`src/rtl/frame_renderer_if.sv`:
```
// frame_renderer_if: controller position/score inputs to the renderer and its pixel-write outputs.
interface frame_renderer_if;
  logic       game_over;
  logic [7:0] man_x;
  logic [6:0] man_y;
  logic [7:0] board0_x;
  logic [7:0] board1_x;
  logic [7:0] board2_x;
  logic [7:0] board3_x;
  logic [6:0] board0_y;
  logic [6:0] board1_y;
  logic [6:0] board2_y;
  logic [6:0] board3_y;
  logic [7:0] vga_x;
  logic [6:0] vga_y;
  logic [2:0] colour;
  logic       plot;
  logic       busy;
  logic       frame_done;
  modport master (
    output game_over, man_x, man_y, board0_x, board1_x, board2_x, board3_x,
           board0_y, board1_y, board2_y, board3_y,
    input  vga_x, vga_y, colour, plot, busy, frame_done
  );
  modport slave (
    input  game_over, man_x, man_y, board0_x, board1_x, board2_x, board3_x,
           board0_y, board1_y, board2_y, board3_y,
    output vga_x, vga_y, colour, plot, busy, frame_done
  );
endinterface

```
`src/rtl/frame_renderer.sv`:
```
// frame_renderer: renders the latched board/man snapshot as 160x120 VGA pixel writes, one per cycle.
// Define ERASE_PREV_EN to erase only the previous frame's objects instead of clearing the whole screen.
module frame_renderer #(
  parameter int         FRAME_TICKS = 833333,
  parameter int         SCR_W       = 160,
  parameter int         SCR_H       = 120,
  parameter int         BOARD_HALF  = 23,
  parameter int         BOARD_H     = 2,
  parameter logic [2:0] BG_COL      = 3'b000,
  parameter logic [2:0] BOARD_COL   = 3'b010,
  parameter logic [2:0] MAN_COL     = 3'b111
) (
  input logic             clk,
  input logic             rst,
  frame_renderer_if.slave bus
);
  localparam int CW = $clog2(FRAME_TICKS);
  typedef enum logic [2:0] {IDLE, LATCH, CLEAR, ERASE, BOARD, MAN} state_t;
  state_t state, state_n;
  logic [CW-1:0] cnt;
  logic tick, drawing, is_man, last_col, last_row, last_pix, on_scr;
  logic [7:0] col, col_n, obj_x, x_n;
  logic [6:0] row, row_n, obj_y, y_n;
  logic [2:0] obj, obj_n, colour_n;
  logic [8:0] px;
  logic [7:0] py;
  logic plot_n, busy_n, done_n;
  // object slots 0..3 are the boards, slot 4 is the man
  logic [7:0] snap_x [5];
  logic [6:0] snap_y [5];
  logic snap_go;
  assign tick = cnt == CW'(FRAME_TICKS - 1);
`ifdef ERASE_PREV_EN
  logic [7:0] prev_x [5];
  logic [6:0] prev_y [5];
  always_ff @(posedge clk) begin
    if (rst) begin
      prev_x <= '{default: '0};
      prev_y <= '{default: '0};
    end else if (done_n) begin
      prev_x <= snap_x;
      prev_y <= snap_y;
    end
  end
  assign obj_x = state == ERASE ? prev_x[obj] : snap_x[obj];
  assign obj_y = state == ERASE ? prev_y[obj] : snap_y[obj];
`else
  assign obj_x = snap_x[obj];
  assign obj_y = snap_y[obj];
`endif
  always_ff @(posedge clk) begin
    if (rst) begin
      state <= IDLE;
      cnt <= '0;
      col <= '0;
      row <= '0;
      obj <= '0;
    end else begin
      state <= state_n;
      cnt <= tick ? '0 : cnt + CW'(1);
      col <= col_n;
      row <= row_n;
      obj <= obj_n;
    end
  end
  always_comb begin
    state_n = state;
    case (state)
      IDLE:  state_n = tick ? LATCH : IDLE;
`ifdef ERASE_PREV_EN
      LATCH: state_n = ERASE;
`else
      LATCH: state_n = CLEAR;
`endif
      CLEAR: state_n = last_pix ? BOARD : CLEAR;
      ERASE: state_n = last_pix && obj == 3'd4 ? BOARD : ERASE;
      BOARD: state_n = last_pix && obj == 3'd3 ? MAN : BOARD;
      MAN:   state_n = last_pix ? IDLE : MAN;
      default: state_n = IDLE;
    endcase
  end
  // raster iterator: col inner, row outer, obj outermost; column maths wraps in 9 bits
  always_comb begin
    drawing = state inside {CLEAR, ERASE, BOARD, MAN};
    is_man = state == MAN || (state == ERASE && obj == 3'd4);
    last_col = state == CLEAR ? col == 8'(SCR_W - 1) : col == (is_man ? 8'd4 : 8'(2 * BOARD_HALF));
    last_row = state == CLEAR ? row == 7'(SCR_H - 1) : row == (is_man ? 7'd4 : 7'(BOARD_H - 1));
    last_pix = last_col && last_row;
    col_n = !drawing || last_col ? '0 : col + 8'd1;
    row_n = !drawing || last_pix ? '0 : last_col ? row + 7'd1 : row;
    obj_n = !drawing || (last_pix && is_man) ? '0 : last_pix && state != CLEAR ? obj + 3'd1 : obj;
    px = state == CLEAR ? {1'b0, col} : {1'b0, obj_x} - (is_man ? 9'd2 : 9'(BOARD_HALF)) + {1'b0, col};
    py = state == CLEAR ? {1'b0, row} : {1'b0, obj_y} + {1'b0, row};
    on_scr = !px[8] && px[7:0] < 8'(SCR_W) && py < 8'(SCR_H);
  end
  always_comb begin
    plot_n = drawing && on_scr;
    x_n = px[7:0];
    y_n = py[6:0];
    colour_n = state == BOARD ? BOARD_COL : state == MAN ? (snap_go ? 3'b100 : MAN_COL) : BG_COL;
    busy_n = state != IDLE;
    done_n = state == MAN && last_pix;
  end
  always_ff @(posedge clk) begin
    if (rst) begin
      snap_x <= '{default: '0};
      snap_y <= '{default: '0};
      snap_go <= 1'b0;
    end else if (state == LATCH) begin
      snap_x <= '{bus.board0_x, bus.board1_x, bus.board2_x, bus.board3_x, bus.man_x};
      snap_y <= '{bus.board0_y, bus.board1_y, bus.board2_y, bus.board3_y, bus.man_y};
      snap_go <= bus.game_over;
    end
  end
  always_ff @(posedge clk) begin
    if (rst) begin
      bus.vga_x <= '0;
      bus.vga_y <= '0;
      bus.colour <= '0;
      bus.plot <= 1'b0;
      bus.busy <= 1'b0;
      bus.frame_done <= 1'b0;
    end else begin
      bus.vga_x <= x_n;
      bus.vga_y <= y_n;
      bus.colour <= colour_n;
      bus.plot <= plot_n;
      bus.busy <= busy_n;
      bus.frame_done <= done_n;
    end
  end
endmodule

```
`src/flat_wrapper.sv`:
```
// flat-port wrapper written by rule: the top's interface ports become plain ports
module frame_renderer_flat 
#(
  parameter int         FRAME_TICKS = 833333,
  parameter int         SCR_W       = 160,
  parameter int         SCR_H       = 120,
  parameter int         BOARD_HALF  = 23,
  parameter int         BOARD_H     = 2,
  parameter logic [2:0] BG_COL      = 3'b000,
  parameter logic [2:0] BOARD_COL   = 3'b010,
  parameter logic [2:0] MAN_COL     = 3'b111
)
  (clk, rst, bus_game_over, bus_man_x, bus_man_y, bus_board0_x, bus_board1_x, bus_board2_x, bus_board3_x, bus_board0_y, bus_board1_y, bus_board2_y, bus_board3_y, bus_vga_x, bus_vga_y, bus_colour, bus_plot, bus_busy, bus_frame_done);
  frame_renderer_if bus_i ();
  input logic clk;
  input logic rst;
  input wire logic [$bits(bus_i.game_over)-1:0] bus_game_over;
  input wire logic [$bits(bus_i.man_x)-1:0] bus_man_x;
  input wire logic [$bits(bus_i.man_y)-1:0] bus_man_y;
  input wire logic [$bits(bus_i.board0_x)-1:0] bus_board0_x;
  input wire logic [$bits(bus_i.board1_x)-1:0] bus_board1_x;
  input wire logic [$bits(bus_i.board2_x)-1:0] bus_board2_x;
  input wire logic [$bits(bus_i.board3_x)-1:0] bus_board3_x;
  input wire logic [$bits(bus_i.board0_y)-1:0] bus_board0_y;
  input wire logic [$bits(bus_i.board1_y)-1:0] bus_board1_y;
  input wire logic [$bits(bus_i.board2_y)-1:0] bus_board2_y;
  input wire logic [$bits(bus_i.board3_y)-1:0] bus_board3_y;
  output wire logic [$bits(bus_i.vga_x)-1:0] bus_vga_x;
  output wire logic [$bits(bus_i.vga_y)-1:0] bus_vga_y;
  output wire logic [$bits(bus_i.colour)-1:0] bus_colour;
  output wire logic [$bits(bus_i.plot)-1:0] bus_plot;
  output wire logic [$bits(bus_i.busy)-1:0] bus_busy;
  output wire logic [$bits(bus_i.frame_done)-1:0] bus_frame_done;
  assign bus_i.game_over = bus_game_over;
  assign bus_i.man_x = bus_man_x;
  assign bus_i.man_y = bus_man_y;
  assign bus_i.board0_x = bus_board0_x;
  assign bus_i.board1_x = bus_board1_x;
  assign bus_i.board2_x = bus_board2_x;
  assign bus_i.board3_x = bus_board3_x;
  assign bus_i.board0_y = bus_board0_y;
  assign bus_i.board1_y = bus_board1_y;
  assign bus_i.board2_y = bus_board2_y;
  assign bus_i.board3_y = bus_board3_y;
  assign bus_vga_x = bus_i.vga_x;
  assign bus_vga_y = bus_i.vga_y;
  assign bus_colour = bus_i.colour;
  assign bus_plot = bus_i.plot;
  assign bus_busy = bus_i.busy;
  assign bus_frame_done = bus_i.frame_done;
  frame_renderer #(.FRAME_TICKS(FRAME_TICKS), .SCR_W(SCR_W), .SCR_H(SCR_H), .BOARD_HALF(BOARD_HALF), .BOARD_H(BOARD_H), .BG_COL(BG_COL), .BOARD_COL(BOARD_COL), .MAN_COL(MAN_COL)) u_core (.clk(clk), .rst(rst), .bus(bus_i));
endmodule
```
`config.mk`:
```
export PLATFORM = sky130hd
export DESIGN_NAME = frame_renderer_flat
export DESIGN_NICKNAME = d
export VERILOG_FILES = /design/src/rtl/frame_renderer_if.sv /design/src/rtl/frame_renderer.sv /design/src/flat_wrapper.sv
export SDC_FILE = /design/constraint.sdc
export NUM_CORES = 1
export LEC_CHECK = 0
export CAP_MARGIN = 15
export CORE_ASPECT_RATIO = 0.7
export CORE_MARGIN = 4
export CORE_UTILIZATION = 40
export DETAILED_ROUTE_END_ITERATION = 10
export PLACE_DENSITY_LB_ADDON = 0.25
export SETUP_SLACK_MARGIN = 0.15
export SLEW_MARGIN = 20
export SYNTH_ARGS = -nofsm -noshare
export SYNTH_HDL_FRONTEND = slang
export SYNTH_SLANG_ARGS = --single-unit
```
`constraint.sdc`:
```
create_clock -name clk -period 4.3 [get_ports clk]
set_clock_uncertainty 0.2 [all_clocks]
set_input_delay 0.645 -clock clk [delete_from_list [all_inputs] [get_ports clk]]
set_output_delay 0.645 -clock clk [all_outputs]
set_load 0.005 [all_outputs]
```
-- Word level (Yosys, flattened, before mapping)
Cells that the tools add are included.
- add/subtract/negate cells: 7
- order comparisons: 3
- eq/ne operators: 13
- muxes and demuxes: 22
- bitwise logic cells: 2
- reductions and logical operators: 24
- operator list (operator ; number):
    8-bit binary-select mux with 3-bit select ; 1
    8-bit two-way mux ; 3
    7-bit binary-select mux with 3-bit select ; 1
    20-bit by 1-bit adder with 20-bit output, second input constant ; 1
    20-bit equality test, second input constant ; 1
    3-bit case mux with 6 select lines ; 1
    7-bit two-way mux ; 2
    3-bit two-way mux ; 4
    1-bit logical AND ; 10
    9-bit by 8-bit adder with 9-bit output ; 1
    3-bit by 2-bit equality test with 1-bit output, second input constant ; 3
    3-bit equality test, second input constant ; 3
    9-bit two-way mux ; 1
    8-bit by 9-bit subtractor with 9-bit output ; 1
    7-bit by 7-bit adder with 8-bit output ; 1
    8-bit by 1-bit adder with 8-bit output, second input constant ; 1
    8-bit equality test ; 1
    8-bit equality test, second input constant ; 1
    8-bit by 7-bit < comparator with 1-bit output, second input constant ; 1
    8-bit < comparator, second input constant ; 1
    2-bit OR reduction ; 4
    7-bit by 1-bit adder with 7-bit output, second input constant ; 1
    7-bit equality test ; 1
    7-bit equality test, second input constant ; 1
    16 further kinds ; 25
- register bits: 138
- bits of input ports: 78
- output and inout port bits: 21
- word-level logic and storage cells: 94

-- Longest topological paths before layout
- depth after elaboration: 11
- gate-level depth with buffers: 16

-- Least setup slack after synthesis
No wires, ideal clock.
- path kind: register to register
- start point: register u_core.obj[0]
- end point: register u_core.bus.plot
- library setup time: 0.095 ns
- arrival: 4.175 ns
- data required time: 4.005 ns
- setup slack: -0.171 ns
- cell stages (with the launch flop): 17
- cells stage by stage: dfxtp_1 clkbuf_1 buf_1 inv_1 ha_1 and4b_1 o21ai_1 ha_1 inv_1 ha_1 fa_1 a211oi_1 o21bai_1 o22a_1 xor2_1 a311o_1 a221oi_1
- cells in the longest elaborated chain, start to end: 11
- elaborated cells on any way between the ends: 22
- those cells by class: add/sub: 3; order compare: 2; eq/ne: 1; mux: 9; bitwise: 1; reduce/logical: 6
- ends and longest elaborated chain (item ; line ; text):
    start, declared ; frame_renderer.sv:24 ; logic [2:0] obj, obj_n, colour_n;
    start signal, assigned ; frame_renderer.sv:63 ; obj <= obj_n;
    3-bit NOT with 4-bit output (not written as such) / 3-bit equality test (equally long branches) ; frame_renderer.sv:48, frame_renderer.sv:49, frame_renderer.sv:85 ;
    8-bit binary-select mux with 3-bit select / 1-bit logical AND (equally long branches) ; frame_renderer.sv:48, frame_renderer.sv:85 ;
    8-bit two-way mux (not written as such) / 1-bit logical OR (equally long branches) ; frame_renderer.sv:48, frame_renderer.sv:85 ;
    8-bit two-way mux (not written as such) / 5-bit two-way mux (equally long branches) ; frame_renderer.sv:48, frame_renderer.sv:92 ;
    8-bit by 9-bit subtractor with 9-bit output ; frame_renderer.sv:92 ; px = state == CLEAR ? {1'b0, col} : {1'b0, obj_x} - (is_man ? 9'd2 : 9'(BOARD_HALF)) + {1'b0, col};
    9-bit by 8-bit adder with 9-bit output ; frame_renderer.sv:92 ;
    9-bit two-way mux ; frame_renderer.sv:92 ;
    8-bit < comparator / 1-bit logical NOT (equally long branches) ; frame_renderer.sv:94 ; on_scr = !px[8] && px[7:0] < 8'(SCR_W) && py < 8'(SCR_H);
    1-bit logical AND ; frame_renderer.sv:94 ;
    1-bit logical AND (*) ; frame_renderer.sv:94 ;
    1-bit logical AND (*) ; frame_renderer.sv:97 ; plot_n = drawing && on_scr;
    end signal, assigned ; frame_renderer.sv:127 ; bus.plot <= plot_n;
    end, declared ; frame_renderer_if.sv:28 ; output vga_x, vga_y, colour, plot, busy, frame_done
Every way passes the cells marked *; elsewhere a longest branch is shown, timed or not. The select of a mux whose other input is x is not followed.
A chain may end at the register's enable or synchronous reset.

-- Worst setup path in the final report
- start point: register u_core.obj[1]
- end point: register u_core.bus.plot
Same word-level chain as after synthesis.

==> reports/results.ini <==
[logic_synthesis]
syn_inst = 805
synth.avg_cell_area_sq_um = 8.28
syn_area_sq_um = 6660
yosys.area_share.simple_pct = 21.9
synth_seq_cells = 138
ys_warn_count = 0
synth_mux_area_share_pct = 5.97
ys_seq_area_share_pct = 41.5
synth_fp_nets = 915
synth_xor_xnor_area_share_pct = 5.00
synth_compound_area_share_pct = 15.0
synth_top_family_by_area = simple AND/OR/NAND/NOR gates
ys_types = 54
synth_edf_count = 0
synth_adder_area_share_pct = 6.24
ys.flop_type = dfxtp_1
ys_async_sr_fraction_pct = 0

[routing]
wirelength_mm = 16.8
wl_per_cell_microns = 14.9
num_vias = 5700
ant_nets = 0
via_per_inst = 5.06
first_iter_violations = 448
first_pass_iters = 5
drc = 0

[cts]
clockBufferDepth = 2
cts_sinks = 138
cts_made_buffers = 17
cts-resized-gates = 0
clk_pin_slew_worst_paths_ns = 0.06
cts_hold_buf = 0
clock-root-buffer = clkbuf_16
tritoncts = yes
clk_latency_ns = 0.43
postCtsSetupBuffers = 0
cts_max_level = 4

[floorplanning]
core_area_sq_um = 16300
die_x_microns = 162
num_rows = 39
start_util_pct = 40.8
ios = 99
die_y_microns = 116
die-area_sq_um = 18800

[layout]
fillCellCount = 1571
multi_input_area_sq_um = 3620
nNetsFinal = 999
diodes = 0
drive_above_1_share_pct = 7.43
register_area_sq_um = 2760
area_growth_pct = 26.7

[status]
status = finished clean

[timing]
layout_min_cycle_time_ns = 3.89
finalSetupTns_ns = 0
rsz0062_at_grt = no
slew-limit-headroom_pct = 42.1
finalSetupViolCount = 0
fmax_ghz = 0.257
min_period_over_period_pct = 90.4
whs_ns = 0.235
worstMarginPinSlew_ns = 0.865
drv_slew = 0
hold_viol = 0

[power]
powerDensity_nw_per_um2 = 341
leakage_nw = 3.02
pwr-share-comb_pct = 3.7
p_int_mw = 2.24
swShare_pct = 22.3
vdd_drop_max_mv = 0.190
pwr-share-clk_pct = 51.6
power.switching_uw = 642
seq_power_share_pct = 44.7

[worst_setup_path]
crit_fanout = 16
critPathCaptureType = flip-flop
cp_slowest_cell = mux4_2
crit_path_start_kind = flip-flop
crit_type = flip-flop to flip-flop
cp.arrival_ns = 4.01
crit_chain = buf_4 > mux4_2 > a22o_1 > ha_1 > fa_1 > a211oi_1 > o21bai_1 > o22a_1 > xor2_1 > a311o_1 > a221oi_1
max_stage_delay_ns = 0.52
cp_data_required_time_ns = 4.42

[global_routing]
grt_pass1_wl_mm = 27.0
grt_max_degree = 73
grt_pass1_vias = 5266
track_usage_pct = 17.9
overflow = 0
antenna_found_initial = 0

[hold_path]
hp-class = flip-flop to flip-flop

[flow_run]
cap_violations = 0

[place]
place_hpwl_mm = 12.1
routabilityCongestion = 0.851
portBuffers = 98

-- worst max-delay path, delay by kind of cell, from the launching register on --
family | cells | cell delay, ns
adders and majority gates | 2 | 0.83
muxes | 1 | 0.52
AOI/OAI and AO/OA | 6 | 1.38
DFF | 1 | 0.42
xor gates and xnor gates | 1 | 0.14
buffers and inverters | 1 | 0.29
-- through the flow --
step / worst slack (ns) / power [mW] / area [sq um] / std cells / utilization (%)
after floorplan: 0.253 / 1.34 / 6670 / 805 / -
after global routing: 0.234 / 2.97 / 8440 / 1127 / 51.6
final: 0.412 / 2.88 / 8440 / 1127 / 51.6
after global placement: 0.507 / 1.42 / 7840 / 1095 / 48.0
after CTS: 0.435 / 2.90 / 8440 / 1127 / 51.6
after detailed placement: 0.469 / 1.42 / 7840 / 1095 / 48.0
-- kinds of logic (layout without fill, tap and decap cells) --
kind of cell | after synthesis | in the layout
simple gates | 336 | 336
compound gates | 164 | 164
flops | 138 | 138
buf+inv | 75 | 172
xor+xnor | 38 | 38
fa+ha+maj | 32 | 32
mux | 22 | 22
-- flip-flops by register name (all words and copies together) (netlist names) --
name and flops:
u_core.snap_x 40, u_core.snap_y 35, u_core.state 3, u_core.bus.frame_done 1, u_core.bus.vga_x 8, u_core.bus.vga_y 7
u_core.cnt 20, u_core.snap_go 1, u_core.row 7, u_core.bus.colour 3, u_core.bus.plot 1, u_core.col 8
u_core.bus.busy 1, u_core.obj 3
-- worst paths after layout --
check                                            startpoint                               to  slack [ns]  cells past startpoint
worst max-delay path             u_core.obj[1]$_SDFFE_PP0P_       u_core.bus.plot$_SDFF_PP0_        0.41                     11
worst min-delay path            u_core.snap_go$_SDFFE_PP0N_  u_core.bus.colour[0]$_SDFF_PP0_        0.23                      1
worst max register to register   u_core.obj[1]$_SDFFE_PP0P_       u_core.bus.plot$_SDFF_PP0_        0.41                     11
worst min register to register  u_core.snap_go$_SDFFE_PP0N_  u_core.bus.colour[0]$_SDFF_PP0_        0.23                      1
-- cell usage after synthesis, types with 11 or more instances --
cell type,number,share of area (%)
nor3_1,11,0.83
nor2_1,58,3.3
mux4_2,14,4.7
a21oi_1,100,7.5
dfxtp_1,138,41
nand3_1,25,1.9
xor2_1,21,2.8
inv_1,31,1.7
clkbuf_1,35,2.0
nand2_1,190,11
xnor2_1,17,2.2
ha_1,30,5.6
-- layout by cell type (no fill, tap or decap), types with 3 or more instances in the layout --
| master | instances |
|---|---|
| a22oi_1 | 7 |
| o21bai_1 | 5 |
| nor2_1 | 58 |
| o21a_1 | 5 |
| ha_1 | 30 |
| clkdlybuf4s50_1 | 97 |
| xor2_1 | 21 |
| or3_1 | 4 |
| nor4_1 | 4 |
| or4_1 | 3 |
| nand4_1 | 8 |
| nor2b_1 | 4 |
| nand2_1 | 189 |
| a21oi_1 | 100 |
| nand3_1 | 25 |
| o21ai_0 | 10 |
| nand2b_1 | 6 |
| xnor2_1 | 17 |
| mux2i_1 | 6 |
| dfxtp_1 | 138 |
| nor3_1 | 10 |
| a21o_1 | 4 |
| clkinv_4 | 3 |
| buf_4 | 12 |
| a211oi_1 | 8 |
| clkbuf_16 | 17 |
| mux4_2 | 14 |
| inv_1 | 31 |
| and2_1 | 3 |
| nand3b_1 | 3 |
| and3_1 | 10 |
| inv_6 | 4 |
| a22o_1 | 9 |
-- power groups by stage --
stage | sequential [mW] | clock [mW] | combinational, mW
2_1_floorplan | 1.31 | 0 | 0.0229
3_3_place_gp | 1.31 | 0 | 0.105
3_5_place_dp | 1.31 | 0 | 0.106
4_1_cts | 1.29 | 1.51 | 0.106
5_1_grt | 1.29 | 1.57 | 0.113
6_report | 1.29 | 1.49 | 0.106
-- layer usage --
| metal | GRT usage, % | up-vias | wire [microns] |
|---|---|---|---|
| met5 | 0 | - | 0 |
| met4 | 4.73 | 0 | 151 |
| met3 | 4.55 | 11 | 906 |
| met2 | 23.3 | 146 | 6390 |
| met1 | 28.8 | 2626 | 9340 |
| li1 | - | 2917 | - |
-- cell type report --
class / count / area share, %
multi-input combinational: 592 / 42.9
sequential: 138 / 32.7
timing repair buffer: 109 / 12.6
clock buffer: 18 / 5.20
tap: 225 / 3.33
clock inverter: 14 / 1.91
inverter: 31 / 1.38
No activity file was read; power rests on OpenSTA's default activity.
